## src/rtl/layer_sequencer.sv

```systemverilog
// layer_sequencer: feeds one input vector through M passes of a shared external layer and returns the result.
// Optional WAIT watchdog (timeout -> zero result and err) is enabled by defining LAYER_TIMEOUT_EN.
module layer_sequencer #(
    parameter int N       = 4,
    parameter int M       = 4,
    parameter int TIMEOUT = 255
) (
    input  logic                                clk,
    input  logic                                rst,
    input  logic                                in_valid,
    output logic                                in_ready,
    input  logic [N*16-1:0]                     in_x,
    output logic                                out_valid,
    input  logic                                out_ready,
    output logic [N*16-1:0]                     out_y,
    output logic                                layer_start,
    output logic [N*16-1:0]                     layer_x,
    output logic [((M > 1) ? $clog2(M) : 1)-1:0] layer_idx,
    input  logic [N*16-1:0]                     layer_y,
    input  logic                                layer_done,
    output logic                                busy,
    output logic                                err
);

    localparam int IW = (M > 1) ? $clog2(M) : 1;
    localparam logic [IW-1:0] LAST = IW'(M - 1);

    typedef enum logic [1:0] {
        IDLE,
        START,
        WAIT,
        OUT
    } state_t;

    state_t              state, state_n;
    logic [IW-1:0]       idx, idx_n;
    logic [N*16-1:0]     act, act_n;
    logic                in_ready_n;
    logic                out_valid_n;
    logic [N*16-1:0]     out_y_n;
    logic                layer_start_n;
    logic [N*16-1:0]     layer_x_n;
    logic [IW-1:0]       layer_idx_n;
    logic                busy_n;

`ifdef LAYER_TIMEOUT_EN
    localparam int TW = (TIMEOUT > 1) ? $clog2(TIMEOUT) : 1;

    logic [TW-1:0]       tcnt, tcnt_n;
    logic                err_q, err_n;

    assign err = err_q;
`else
    // Without the watchdog there is nothing that can time out.
    assign err = 1'b0;

    // TIMEOUT is only consumed by the watchdog build.
    if (TIMEOUT < 1) begin : g_timeout_unused
    end
`endif

    always_ff @(posedge clk or posedge rst) begin
        if (rst) begin
            state       <= IDLE;
            idx         <= '0;
            act         <= '0;
            in_ready    <= 1'b1;
            out_valid   <= 1'b0;
            out_y       <= '0;
            layer_start <= 1'b0;
            layer_x     <= '0;
            layer_idx   <= '0;
            busy        <= 1'b0;
`ifdef LAYER_TIMEOUT_EN
            tcnt        <= '0;
            err_q       <= 1'b0;
`endif
        end else begin
            state       <= state_n;
            idx         <= idx_n;
            act         <= act_n;
            in_ready    <= in_ready_n;
            out_valid   <= out_valid_n;
            out_y       <= out_y_n;
            layer_start <= layer_start_n;
            layer_x     <= layer_x_n;
            layer_idx   <= layer_idx_n;
            busy        <= busy_n;
`ifdef LAYER_TIMEOUT_EN
            tcnt        <= tcnt_n;
            err_q       <= err_n;
`endif
        end
    end

    // Every output is computed one cycle ahead from the next state so it registers cleanly.
    always_comb begin
        state_n       = state;
        idx_n         = idx;
        act_n         = act;
        out_valid_n   = out_valid;
        out_y_n       = out_y;
        layer_start_n = 1'b0;
        layer_x_n     = layer_x;
        layer_idx_n   = layer_idx;
`ifdef LAYER_TIMEOUT_EN
        tcnt_n        = tcnt;
        err_n         = err_q;
`endif

        case (state)
            IDLE: begin
                if (in_valid && in_ready) begin
                    act_n         = in_x;
                    idx_n         = '0;
                    layer_start_n = 1'b1;
                    layer_x_n     = in_x;
                    layer_idx_n   = '0;
                    state_n       = START;
`ifdef LAYER_TIMEOUT_EN
                    err_n         = 1'b0;
`endif
                end
            end

            START: begin
                // A layer_done coinciding with the start pulse belongs to nothing and is dropped.
                state_n = WAIT;
`ifdef LAYER_TIMEOUT_EN
                tcnt_n  = '0;
`endif
            end

            WAIT: begin
                if (layer_done) begin
                    act_n = layer_y;
                    if (idx == LAST) begin
                        state_n = OUT;
                    end else begin
                        idx_n         = idx + IW'(1);
                        layer_start_n = 1'b1;
                        layer_x_n     = layer_y;
                        layer_idx_n   = idx + IW'(1);
                        state_n       = START;
                    end
                end
`ifdef LAYER_TIMEOUT_EN
                else if (tcnt == TW'(TIMEOUT - 1)) begin
                    act_n   = '0;
                    err_n   = 1'b1;
                    state_n = OUT;
                end else begin
                    tcnt_n = tcnt + TW'(1);
                end
`endif
            end

            OUT: begin
                // out_valid trails entry into OUT by one cycle; act is frozen here so out_y stays stable.
                if (out_valid && out_ready) begin
                    out_valid_n = 1'b0;
                    state_n     = IDLE;
                end else begin
                    out_valid_n = 1'b1;
                    out_y_n     = act;
                end
            end

            default: begin
                state_n = IDLE;
            end
        endcase

        in_ready_n = (state_n == IDLE);
        busy_n     = (state_n != IDLE);
    end

endmodule

```

## config.mk

```make
export PLATFORM = sky130hd
export DESIGN_NAME = layer_sequencer
export DESIGN_NICKNAME = d
export VERILOG_FILES = /design/src/rtl/layer_sequencer.sv
export SDC_FILE = /design/constraint.sdc
export NUM_CORES = 1
export LEC_CHECK = 0
export ABC_CLOCK_PERIOD_IN_PS = 6300
export CAP_MARGIN = 20
export CORE_UTILIZATION = 35
export DETAILED_ROUTE_END_ITERATION = 10
export PLACE_DENSITY = 0.64
export SLEW_MARGIN = 40
export SYNTH_ARGS = -nofsm -noshare
export SYNTH_HDL_FRONTEND = slang
export SYNTH_SLANG_ARGS = --single-unit
```

## constraint.sdc

```tcl
create_clock -name clk -period 6.3 [get_ports clk]
set_input_delay 0.63 -clock clk [delete_from_list [all_inputs] [get_ports clk]]
set_output_delay 0.63 -clock clk [all_outputs]
set_load 0.02 [all_outputs]
```

==> impl_metrics.toml <==
[status]
status = "finished, final reports clean"

[die]
dieWidth_um = 156
die_h_um = 156
rows = 56
initial_core_util_pct = 35.7
die_area_um2 = 24500
core_um2 = 23400
io_pins = 268

[pwr]
power_density_nw_per_um2 = 552
peakVddDrop_mv = 0.249
netSwitchingPower_mw = 2.29
swShare_pct = 34.7
p_leak_nw = 4.90
p_int_mw = 4.30
pwr-share-clk_pct = 16.7
seqPwrFrac_pct = 34.9
p_comb_share_pct = 48.4
total_power_mw = 6.58

[yosys]
synth-seq-area-share_pct = 60.0
avgSynthCellArea_um2 = 16.4
synth_cells = 508
synth.net_count = 642
netlist_area_um2 = 8350
synth.distinct_cells = 24
yosys_warnings = 0
ys_ff_latch = 200

[finish]
layout_commonest_cell = "clkdlybuf4s50_1"
final_area_um2 = 11900
multiInputGateArea_um2 = 3170
nNetsFinal = 904
area_growth_pct = 42.9
fillCellCount = 2000
drive_gt1_share_pct = 38.8
mostFrequentLayoutCells = "clkdlybuf4s50_1 (266), mux2_2 (230), dfrtp_1 (199)"
fin_cells = 1102
antenna_cells = 0
seq_area_um2 = 5010

[critical_path]
path_class = "input port to flip-flop"
r2r-start = "in_ready$_DFF_PP1_"
cp.arrival_ns = 2.92
start_kind = "input port"
cp-end-kind = "flip-flop"
crit_start = "layer_done"
cp.required_ns = 6.61
worstPathMaxFanout = 38

[global_routing]
globalRouteOverflowTotal = 0
antenna_found_initial = 0
grtUsageTotal_pct = 16.0
grt_pass1_vias = 5696
grt_max_degree = 137
grt_pass1_wl_mm = 30.1

[sta]
max_freq_ghz = 0.383
setup_ws_ns = 3.69
setup_tns_ns = 0
skew_ns = 0.00882
worst_pin_slew_ns = 0.745
min_period_ns = 2.61
maxSlewHeadroom_pct = 50.3
rsz0062_at_grt = "false"
post-route-period-util_pct = 41.4
setup_viol = 0
hold_viol_final = 0
maxSlewViolCount = 0

[hold_path]
worstHoldStart = "act[4]$_DFFE_PP0P_"
hold_path_class = "flip-flop to flip-flop"

[drt]
drtPass1Iterations = 4
antenna_left = 0
drt_iter0_drc = 111
vias = 5122
wl_per_cell_um = 16.8
routed_wl_mm = 18.6
via_per_inst = 4.65
drc_errors = 0

[place]
place_hpwl_mm = 13.2
place.gp.congestion = 0.752
io_buffers = 266
dp_cells = 1070
place_area_um2 = 11300
pre_cts_ws_ns = 3.20

[clock_tree]
clk_pin_slew_ns = 0.07
clkLatencyLatePin_ns = 0.43
htree_levels = 4
numCtsBuffers = 17
cts_hold_buffers = 0
cts_tree = "built"
clockRootBuffer = "clkbuf_16"
cts_post_setup_buffers_inserted = 0
ctsResizeCount = 0
cts_sinks = 200
clock_path_buffers = 2

[run]
drv_cap = 0
-- cell type report --
type                       count  area share, %
clock inverter                15           1.49
multi-input combinational    277           26.6
inverter                       2          0.168
sequential                   200           42.0
timing repair buffer         272           22.9
clock buffer                  17           3.57
tap                          319           3.35
-- routing by layer --
| layer | global-route usage [%] | part of all wire, % |
|---|---|---|
| met1 | 18.1 | 39 |
| met2 | 28.8 | 53 |
| met4 | 6.40 | 2.4 |
| met5 | 0 | 0 |
| met3 | 3.74 | 5.1 |
-- power groups by stage --
| stage | sequential, mW | combinational (mW) | clock, mW |
|---|---|---|---|
| floorplan | 2.80 | 1.42 | 0 |
| detailed placement | 2.34 | 3.24 | 0 |
| global placement | 2.29 | 3.16 | 0 |
| global route | 2.40 | 3.38 | 1.20 |
| finish | 2.30 | 3.18 | 1.10 |
| CTS | 2.32 | 3.25 | 1.14 |
-- critical path, stage by stage --
cell             delay (ns)
clkdlybuf4s50_1        0.52
nand2_1                0.11
a21oi_4                0.50
buf_8                  0.25
buf_4                  0.48
mux2_2                 0.40
-- flip-flops by register name, indices dropped and copies added (netlist names) --
signal,flops
busy,1
in_ready,1
layer_x,64
idx,2
out_y,64
out_valid,1
state,2
act,64
layer_start,1
-- stage by stage --
stage	utilization [%]	hold slack, ns
detailed placement	48.4	0.486
finish	51.0	0.501
global route	51.0	0.520
floorplan	-	0.475
CTS	51.0	0.504
global placement	48.3	0.482
-- logic make-up after synthesis --
kind of cell | share of synthesized area (%)
buf+inv | 2.43
other cells | 0.0449
mux | 36.0
fa+ha+maj | 0.150
simple gates | 0.974
flops | 60.0
compound gates | 0.420
-- path summary, 6_finish.rpt --
check	to	slack [ns]	cells after the start
max	act[41]$_DFFE_PP0P_	3.69	6
min	out_y[4]$_DFFE_PP0P_	0.50	1
max reg2reg	act[41]$_DFFE_PP0P_	3.87	5
min reg2reg	out_y[4]$_DFFE_PP0P_	0.50	1
max in group asynchronous	act[6]$_DFFE_PP0P_	4.51	3
min in group asynchronous	layer_x[29]$_DFFE_PP0P_	0.75	2
-- cell usage after synthesis, drive strengths merged --
cell	n	area, um2
nand2	3	11.3
ha	1	12.5
nor2b	2	15.0
buf	29	195
mux2	257	3000
nand3	1	5.00
or2	2	12.5
dfrtp	199	4980
a21o	1	7.51
mux2i	1	10.0
conb	1	3.75
nor2	1	3.75
nand2b	1	6.26
a21oi	3	18.8
a22o	1	8.76
dfstp	1	26.3
nand3b	2	27.5
inv	2	7.51
Power figures use the tool's default switching activity.
